--- config.mk ---
export PLATFORM = sky130hd
export DESIGN_NAME = jk_register_bank
export DESIGN_NICKNAME = d
export VERILOG_FILES = /design/src/rtl/jk_register_bank.sv
export SDC_FILE = /design/constraint.sdc
export NUM_CORES = 1
export LEC_CHECK = 0
export CORE_UTILIZATION = 47
export CTS_CLUSTER_SIZE = 12
export DETAILED_ROUTE_END_ITERATION = 10
export GPL_TIMING_DRIVEN = 0
export PLACE_DENSITY = 0.83
export SYNTH_ARGS = -nofsm -noshare
export SYNTH_HDL_FRONTEND = slang
export SYNTH_SLANG_ARGS = --single-unit
--- constraint.sdc ---
create_clock -name clk -period 2.6 [get_ports clk]
set_input_delay 0.26 -clock clk [delete_from_list [all_inputs] [get_ports clk]]
set_output_delay 0.26 -clock clk [all_outputs]
set_load 0.01 [all_outputs]
--- src/rtl/jk_register_bank.sv ---
// WIDTH-bit bank of JK cells with parallel load and up/down count modes.
// Define JKREG_STICKY_EN to add the per-bit sticky change flags (sticky_clr / sticky).

module jk_register_bank #(
    parameter int               WIDTH     = 8,
    parameter logic [WIDTH-1:0] RESET_VAL = '0,
    parameter bit               WRAP      = 1'b1
) (
    input  logic             clk,
    input  logic             reset,
    input  logic             en,
    input  logic [1:0]       mode,
    input  logic [WIDTH-1:0] j,
    input  logic [WIDTH-1:0] k,
    input  logic [WIDTH-1:0] d,
`ifdef JKREG_STICKY_EN
    input  logic             sticky_clr,
    output logic [WIDTH-1:0] sticky,
`endif
    output logic [WIDTH-1:0] q,
    output logic             tc,
    output logic             changed
);

    typedef enum logic [1:0] {
        MODE_JK         = 2'b00,
        MODE_LOAD       = 2'b01,
        MODE_COUNT_UP   = 2'b10,
        MODE_COUNT_DOWN = 2'b11
    } mode_t;

    localparam logic [WIDTH-1:0] ALL_ONES = '1;
    localparam logic [WIDTH-1:0] ZERO     = '0;
    localparam logic [WIDTH-1:0] ONE      = WIDTH'(1);

    mode_t            mode_sel;
    logic [WIDTH-1:0] next_q;
    logic             next_tc;

    assign mode_sel = mode_t'(mode);

    // Next-state value of the bank for an enabled edge; tc marks a wrap or saturation.
    always_comb begin
        next_q  = q;
        next_tc = 1'b0;
        case (mode_sel)
            MODE_JK: begin
                next_q = (q & ~k) | (~q & j);
            end
            MODE_LOAD: begin
                next_q = d;
            end
            MODE_COUNT_UP: begin
                if (q == ALL_ONES) begin
                    next_q  = WRAP ? ZERO : ALL_ONES;
                    next_tc = 1'b1;
                end else begin
                    next_q = q + ONE;
                end
            end
            MODE_COUNT_DOWN: begin
                if (q == ZERO) begin
                    next_q  = WRAP ? ALL_ONES : ZERO;
                    next_tc = 1'b1;
                end else begin
                    next_q = q - ONE;
                end
            end
            default: begin
                next_q  = q;
                next_tc = 1'b0;
            end
        endcase
    end

    always_ff @(posedge clk) begin
        if (reset) begin
            q       <= RESET_VAL;
            tc      <= 1'b0;
            changed <= 1'b0;
        end else if (en) begin
            q       <= next_q;
            tc      <= next_tc;
            changed <= (next_q != q);
        end else begin
            changed <= 1'b0;
        end
    end

`ifdef JKREG_STICKY_EN
    // A fresh change on the same edge as sticky_clr must survive the clear.
    always_ff @(posedge clk) begin
        if (reset) begin
            sticky <= '0;
        end else begin
            sticky <= (sticky_clr ? ZERO : sticky) | (en ? (q ^ next_q) : ZERO);
        end
    end
`endif

endmodule

# After elaboration in Yosys (flattened, before gate mapping)
# Cells that the tools add are included.
[totals] out_inout_bits=10 mem_bits_rw=0 rom_bits=0 elab_cells=25 input_bits=29 reg_bits=10 memories=0 latch_bits=0
[classes] n_reduce_logical=3 div=0 add_sub_neg=2 order_cmp=0 eq_ne=5 bitwise=6 mul=0 mux=6 shift=0
[op_table] cell="$pmux 8 s4" count=1
[op_table] cell="$and 8x8->8" count=2
[op_table] cell="$mux 8" count=2
[op_table] cell="$not 8->8" count=2
[op_table] cell="$add 8x1->8 const B" count=1
[op_table] cell="$eq 8x8->1 const B" count=1
[op_table] cell="$logic_not 8->1" count=1
[op_table] cell="$ne 8x8->1" count=1
[op_table] cell="$or 8x8->8" count=1
[op_table] cell="$sub 8x1->8 const B" count=1
[op_table] cell="$eq 2x2->1 const B" count=2
[op_table] cell="$eq 2x1->1 const B" count=1
[op_table] cell="$logic_not 2->1" count=1
[op_table] cell="$mux 1" count=2
[op_table] cell="$pmux 1 s2" count=1
[op_table] cell="$reduce_or 2->1" count=1
[op_table] cell="$not 1->1" count=1

# Logic depth before layout (Yosys ltp)
# Gate-level depths: netlist (run 1).
[depth] depth_word=5 ltp_mapped=9 mapped_depth_nobuf=8

# Least setup slack after synthesis (run 1)
# No wires, ideal clock.
[synth_timing] path_type="register to register" start="register q[0]" end="register changed" slack_ns=0.375 path_stages_with_launch=10 setup_ns=0.136 t_required_ns=2.464 path_buffers=1 period_less_slack_ns=2.225 arrival_time_ns=2.090 path_cell_list="dfxtp_1 clkbuf_1 inv_1 ha_1 nand2b_1 a21boi_0 o31a_1 o22ai_1 nor4_1 a311oi_1"
[synth_between] elab_chain_cells=5 word_cells_on_any_way=12 cone_classes="add/sub (2); eq/ne (2); mux (3); bitwise (4); reduce/logical (1)"
[synth_lines] item="from (decl)" line_no="20" source="output logic [WIDTH-1:0] q,"
[synth_lines] item="from (signal assigned)" line_no="82" source="q <= next_q;"
[synth_lines] item="parallel branches: the longest is 4 deep, another holds $sub 8x1->8"
[synth_lines] item="$ne 8x8->1 (*)" line_no="84" source="changed <= (next_q != q);"
[synth_lines] item="to (signal assigned)" line_no="84"
[synth_lines] item="to (decl)" line_no="22" source="output logic changed"
# Every way passes the cells marked *.
# A chain may end at the register's enable or synchronous reset.

# Worst setup path in the final report (run 1)
# Same ends and word-level chain as after synthesis.

==> results of run 1 <==
-- sequential cells by signal (all words and copies together) (netlist names) --
signal and cells:
q 8, changed 1, tc 1
-- worst max path at each step --
| stage | cells after the start | end | from |
|---|---|---|---|
| global placement | 8 | changed$_SDFF_PP0_ | mode[0] |
| detailed placement | 8 | changed$_SDFF_PP0_ | mode[0] |
| finish | 9 | changed$_SDFF_PP0_ | q[0]$_SDFFE_PP0P_ |
| floorplan | 9 | changed$_SDFF_PP0_ | q[0]$_SDFFE_PP0P_ |
| global route | 9 | changed$_SDFF_PP0_ | q[0]$_SDFFE_PP0P_ |
| CTS | 9 | changed$_SDFF_PP0_ | q[0]$_SDFFE_PP0P_ |
-- per-stage QoR --
stage               area, µm²  std cells
detailed placement       1690        259
CTS                      1710        262
finish                   1710        262
floorplan                1280        192
global placement         1690        259
global route             1710        262
-- final cells by class --
type                            count  area share [%]
Multi-Input combinational cell    157            57.0
Clock buffer                        3            1.31
Tap cell                           30            2.19
Buffer                             16            4.23
Sequential cell                    10            11.7
Timing Repair Buffer               37            21.6
Inverter                            9            1.97
-- per-layer routing --
| metal | GRT usage [%] | part of all wire, % | vias to the layer above |
|---|---|---|---|
| li1 | - | - | 801 |
| met1 | 42.0 | 42 | 749 |
| met2 | 49.8 | 46 | 97 |
| met3 | 5.56 | 9.3 | 14 |
| met4 | 12.0 | 1.9 | 0 |
| met5 | 0 | 0 | - |
-- cell families (layout without fill, tap and decap cells) --
logic type               Yosys count  in the layout  synth area share, %
AND/OR/NAND/NOR                   72             72                 29.9
adder cells (fa/ha/maj)            3              3                 2.93
XOR/XNOR                           4              4                 2.73
buffers and inverters             25             65                 8.20
multiplexers                       2              2                 1.56
AO/OA/AOI/OAI                     76             76                 39.1
flip-flops                        10             10                 15.6
-- power by group --
part           leakage [nW]  switching [mW]  internal [mW]  total, mW
clock                0.0138          0.0624         0.0537      0.116
combinational         0.556           0.168          0.146      0.314
sequential           0.0827          0.0159          0.165      0.181
-- cell usage in the layout, fill, tap and decap left out, types with 3 or more instances in the layout --
cell	synthesis	layout
xor2_1	3	3
o21ai_0	16	16
a21o_1	3	3
nor2_1	23	23
nand2_1	13	13
a21oi_1	22	22
buf_2	9	9
nand2b_1	4	4
nand3_1	7	7
nor4_1	5	5
a211oi_1	9	9
ha_1	3	3
dfxtp_1	10	10
nor3_1	3	3
clkbuf_1	5	4
clkbuf_4	0	3
nor2b_1	3	3
a311oi_1	4	4
clkdlybuf4s50_1	0	37
inv_1	7	7
o31ai_1	4	4
-- what timing repair did --
item,in CTS,in global routing
gates resized for setup,0,2
buffers inserted,0,0
endpoints found under the hold margin,0,0
endpoints found under the setup margin,0,1
==> parameters.txt, run 1 <==
Parameter                              Value

Setup path
  Delay-heaviest family, CP ... compound AO/OA/AOI/OAI gates
  Worst r2r dst ... changed$_SDFF_PP0_
  Arrival time of the worst setup path ... 2.56 ns
  Kind of capture point of the worst setup path ... flip-flop
  Reg2Reg Setup Slack ... 0.18 ns
  Number of cell instances on the worst register-to-register path ... 9
  Worst-path cell chain ... clkbuf_2 -> inv_1 -> ha_1 -> nand2b_1 -> a21boi_0 -> o31a_1 -> o22ai_1 -> nor4_1 -> a311oi_1
  Crit path buffers/inverters ... 2
  Largest fanout on the critical path ... 10
  Maximum cell stage delay along the critical path ... 0.37 ns
  Setup CP Type ... reg -> reg
  CP startpoint kind ... flip-flop
  CP max stage cell ... nor4_1
  Required time reported for the critical path endpoint ... 2.74 ns
  Reg-to-Reg Start ... q[0]$_SDFFE_PP0P_

Drt
  Post-route DRC violation count ... 0
  Total vias in the final route ... 1661
  Final routed wire length divided by cell count ... 16.7 µm
  Routed Antenna Nets ... 0
  Violation count after the first detailed-route iteration ... 72
  Via density per instance ... 6.34
  Routed wire length ... 4.38 mm
  Detailed-routing iteration count for the pre-antenna-repair pass ... 4

Synth
  Synthesized area ... 0.00128 mm²
  Syn_nets ... 224
  Async set-reset flop share out of synthesis ... 0%
  Top cell type by total area after synthesis ... dfxtp_1
  Most numerous cell in the Yosys netlist ... nor2_1
  EDFF count, synth ... 0
  Top_reg_cell synth ... dfxtp_1
  Share of Yosys cell area claimed by the top area cell type ... 15.6%
  Number of cells produced by synthesis ... 192
  Post-synthesis sequential element count ... 10
  Leading post-synthesis cells by instance count ... nor2_1, a21oi_1, o21ai_0
  Mean cell area of the mapped netlist ... 6.68 µm²
  Top area cells in the synthesized netlist ... dfxtp_1, a21oi_1, nor2_1
  Register area share after synthesis ... 15.6%
  Total number of yosys warnings ... 0
  Count of cell types in the netlist ... 51

STA
  Worst Setup Slack, final ... 0.179 ns
  Slew headroom ... 54.2%
  Sum Neg Setup Slack ... 0 ns
  Maximum clock frequency ... 0.413 GHz
  Final critical path time including I/O delays and setup ... 2.42 ns
  Smallest hold slack ... 0.406 ns
  Share of the clock period used by the worst path after layout ... 93.1%
  Pins Over Slew Limit ... 0
  Layout Skew ... 0.00588 ns
  Setup repair after global routing missed its margin ... no
  Least-Margin Pin Slew ... 0.682 ns
  Final setup violating endpoints ... 0
  Count of final hold-check violations ... 0

Layout
  Share of post-route cells with drive strength above 1 ... 8.19%
  Number of inserted filler cells in the final layout ... 231
  FF/Latch Area ... 200 µm²
  Synthesis-to-finish area growth ... 33.7%
  Total number of nets in the final design ... 266
  Total area of multi-input combinational cells ... 977 µm²
  N_diodes ... 0
  Share of the core filled with cells ... 68.0%

Floorplanning
  Num ports ... 39
  Standard-cell row count ... 18
  Core footprint ... 0.00252 mm²
  Width of the die ... 54.2 µm
  Floorplan die area ... 0.00294 mm²
  Initial core utilization ... 50.8%
  Vertical die dimension ... 54.2 µm

CTS
  CTS Root Cell ... clkbuf_4
  Clock net sink count ... 10
  H-tree levels ... 1
  Cts bufs inserted ... 3
  Clock latency of the later-clocked register in the worst-skew pair ... 0.28 ns
  Hold buffer count at CTS ... 0
  Clock edge transition at the registers on the reported setup and hold paths ... 0.08 ns
  TritonCTS clock tree ... built
  CTS max path bufs ... 2

Global routing
  Remaining Overflow, GRT ... 0
  Number of global-route vias before repair ... 1403
  Number of antenna violations at the first check in global routing ... 0
  Global-route wire length before repair ... 6.59 mm
  Maximum number of pins on one net before global-route repair ... 11
  Total global routing track utilization ... 31.4%

Power and ir drop
  Total power density per cell area ... 357 mW/mm²
  Static Leakage ... 0.653 nW
  Peak ir drop on the vdd network ... 284 µV
  Power after layout ... 0.612 mW

Job
  MaxCap Viol Count ... 0

Place
  Final weighted congestion in routability-driven placement ... 0.955
  Placement-stage worst setup slack ... -0.0189 ns
  DP Wirelength ... 3.32 mm
  # port buffers ... 37

Hold path
  Class of the worst hold path ... in -> reg
  Worst Hold Launch ... reset
  Worst hold path cell count ... 2
  Hold Crit Endpoint ... q[6]$_SDFFE_PP0P_

Status
  Run status ... complete, no violations
No activity file was read; power rests on OpenSTA's default activity.
==> run 2: changes to the inputs <==
Settings changed: CTS_CLUSTER_SIZE 12 to 20, RECOVER_POWER set to 100.
==> run 2 against run 1 <==
Compared with the run above:
- routed wire length shrank 0.34%
- worst hold slack lost 0.0028 ns
- setup slack gained 0.016 ns
- sequential cell count is the same
- critical path type unchanged
- register-to-register slack gained 0.02 ns
- via count grew 0.12%
- highest routed layer unchanged
- clock-buffer cell count is the same
- core utilization shrank 0.25 points
- sequential power is essentially flat
- clock power is essentially flat
- sequential share of layout area is essentially flat
- first-iteration DRC count grew 6.9%
- largest power group unchanged
==> parameters.txt, run 2 (synthesis results as in run 1) <==
Parameter                              Value

Global routing
  Global-route wire length before repair ... 6.59 mm (unchanged)
  Total global routing track utilization ... 31.4% (unchanged)
  Number of global-route vias before repair ... 1403 (unchanged)
  Maximum number of pins on one net before global-route repair ... 11 (unchanged)
  Remaining Overflow, GRT ... 0 (unchanged)
  Number of antenna violations at the first check in global routing ... 0 (unchanged)

Setup path
  Setup CP Type ... reg -> reg
  Maximum cell stage delay along the critical path ... 0.36 ns (about the same)
  Kind of capture point of the worst setup path ... flip-flop
  Reg-to-Reg Start ... q[0]$_SDFFE_PP0P_
  CP max stage cell ... nor4_1
  Number of cell instances on the worst register-to-register path ... 9 (unchanged)
  Largest fanout on the critical path ... 10 (unchanged)
  Crit path buffers/inverters ... 2 (unchanged)
  CP startpoint kind ... flip-flop
  Worst-path cell chain ... clkbuf_2 -> inv_1 -> ha_1 -> nand2b_1 -> a21boi_0 -> o31a_1 -> o22ai_1 -> nor4_1 -> a311oi_1
  Worst r2r dst ... changed$_SDFF_PP0_
  Reg2Reg Setup Slack ... 0.20 ns (+0.02 ns)
  Delay-heaviest family, CP ... compound AO/OA/AOI/OAI gates
  Arrival time of the worst setup path ... 2.55 ns (about the same)
  Required time reported for the critical path endpoint ... 2.74 ns (about the same)

STA
  Maximum clock frequency ... 0.416 GHz (+0.67%)
  Share of the clock period used by the worst path after layout ... 92.5% (-0.62 points)
  Layout Skew ... 0.00505 ns (-0.000821 ns)
  Final setup violating endpoints ... 0 (unchanged)
  Setup repair after global routing missed its margin ... no
  Count of final hold-check violations ... 0 (unchanged)
  Pins Over Slew Limit ... 0 (unchanged)
  Worst Setup Slack, final ... 0.195 ns (+0.0162 ns)
  Final critical path time including I/O delays and setup ... 2.40 ns (-0.0162 ns)
  Least-Margin Pin Slew ... 0.649 ns (-0.0329 ns)
  Slew headroom ... 56.4% (+2.2 points)

Job
  MaxCap Viol Count ... 0 (unchanged)

Layout
  Total number of nets in the final design ... 266 (unchanged)
  Flip-flop count of the largest register, all copies and words added ... 8 (unchanged)
  N_diodes ... 0 (unchanged)
  Layout Cells excl Fill ... 262 (unchanged)
  Commonest cells after routing, fill and taps aside ... clkdlybuf4s50_1, nor2_1, a21oi_1
  Most common cell after layout, fill and taps aside ... clkdlybuf4s50_1
  Register ranked first by flip-flop count ... q
  FF/Latch Area ... 200 µm² (unchanged)
  Design Area, Final ... 0.00171 mm² (-0.36%)
  Largest registers ranked by flip-flop count ... q x8, changed x1, tc x1
  Share of post-route cells with drive strength above 1 ... 7.76% (-0.43 points)
  Synthesis-to-finish area growth ... 33.2%
  Number of inserted filler cells in the final layout ... 232 (+0.43%)
  Total area of multi-input combinational cells ... 971 µm² (-0.64%)

Floorplanning
  Num ports ... 39 (unchanged)
  Vertical die dimension ... 54.2 µm (unchanged)
  Initial core utilization ... 50.8% (unchanged)
  Floorplan die area ... 0.00294 mm² (unchanged)
  Standard-cell row count ... 18 (unchanged)
  Width of the die ... 54.2 µm (unchanged)
  Core footprint ... 0.00252 mm² (unchanged)

Hold path
  Class of the worst hold path ... in -> reg
  Worst hold path cell count ... 2 (unchanged)
  Hold Crit Endpoint ... q[6]$_SDFFE_PP0P_
  Worst Hold Launch ... reset

Place
  Final weighted congestion in routability-driven placement ... 0.955 (unchanged)
  Placement-stage worst setup slack ... -0.0189 ns (unchanged)
  Standard cell area after detailed placement ... 0.00169 mm² (unchanged)
  # port buffers ... 37 (unchanged)
  Placed Instances ... 259 (unchanged)
  DP Wirelength ... 3.32 mm (unchanged)

Status
  Run status ... complete, no violations

Drt
  Routed Antenna Nets ... 0 (unchanged)
  Via density per instance ... 6.35 (+0.12%)
  Post-route DRC violation count ... 0 (unchanged)
  Violation count after the first detailed-route iteration ... 77 (+6.9%)
  Final routed wire length divided by cell count ... 16.7 µm (-0.34%)
  Routed wire length ... 4.37 mm (-0.34%)
  Detailed-routing iteration count for the pre-antenna-repair pass ... 4 (unchanged)
  Total vias in the final route ... 1663 (+0.12%)

CTS
  TritonCTS clock tree ... built
  Cts bufs inserted ... 3 (unchanged)
  Clock edge transition at the registers on the reported setup and hold paths ... 0.07 ns (about the same)
  H-tree levels ... 1 (unchanged)
  Clock latency of the later-clocked register in the worst-skew pair ... 0.27 ns (about the same)
  Clock net sink count ... 10 (unchanged)
  CTS max path bufs ... 2 (unchanged)
  Post-cts gate resize count ... 0 (unchanged)
  CTS Root Cell ... clkbuf_4
  Hold buffer count at CTS ... 0 (unchanged)
  Post-CTS repair timing setup buffer count ... 0 (unchanged)

Power and ir drop
  Static Leakage ... 0.671 nW (+2.9%)
  Peak ir drop on the vdd network ... 279 µV (-1.8%)
  Total power density per cell area ... 353 mW/mm² (-1.1%)
-- run 2: cell count changes in the layout (fill, tap and decap cells not counted), sizes merged --
cell           delta
clkdlybuf4s50    -10
dlygate4sd3      +10
-- run 2: final cells by class --
class | instances | area share [%]
inverters | 9 | 1.98
clock buffers | 3 | 1.32
repair buffers | 37 | 21.7
multi-input cells | 157 | 56.8
plain buffers | 16 | 4.25
well taps | 30 | 2.20
flip-flops and latches | 10 | 11.7
-- run 2: metrics by stage --
stage | hold WS (ns) | util, % | TNS, ns | power, mW
after floorplan | 0.463 | - | 0 | 0.372
after global placement | 0.475 | 67.0 | 0 | 0.486
after detailed placement | 0.484 | 67.0 | -0.0189 | 0.492
after CTS | 0.387 | 67.9 | 0 | 0.609
after global routing | 0.429 | 67.7 | 0 | 0.644
final | 0.404 | 67.7 | 0 | 0.603
-- run 2: worst reg2reg max path, cell delays in order (launching register included) --
cell	delay, ns
dfxtp_1	0.35
clkbuf_2	0.24
inv_1	0.13
ha_1	0.33
nand2b_1	0.15
a21boi_0	0.29
o31a_1	0.19
o22ai_1	0.10
nor4_1	0.36
a311oi_1	0.14
-- run 2: power by group --
| part | switching (mW) | internal [mW] |
|---|---|---|
| Sequential | 0.0153 | 0.165 |
| Clock | 0.0604 | 0.0536 |
| Combinational | 0.167 | 0.141 |
| Total | 0.243 | 0.360 |
-- run 2: worst max-delay path by stage --
stage	startpoint	end	slack [ns]	depth (start not counted)
after detailed placement	mode[0]	changed$_SDFF_PP0_	-0.02	8
after CTS	q[0]$_SDFFE_PP0P_	changed$_SDFF_PP0_	0.02	9
after floorplan	q[0]$_SDFFE_PP0P_	changed$_SDFF_PP0_	0.37	9
final	q[0]$_SDFFE_PP0P_	changed$_SDFF_PP0_	0.20	9
after global placement	mode[0]	changed$_SDFF_PP0_	0.05	8
after global routing	q[0]$_SDFFE_PP0P_	changed$_SDFF_PP0_	0.02	9
-- run 2: per-layer routing --
metal / track usage [%] / routed length (µm)
met3: 5.56 / 445
met4: 12.0 / 45
met2: 49.8 / 2050
met1: 42.0 / 1820
met5: 0 / 0
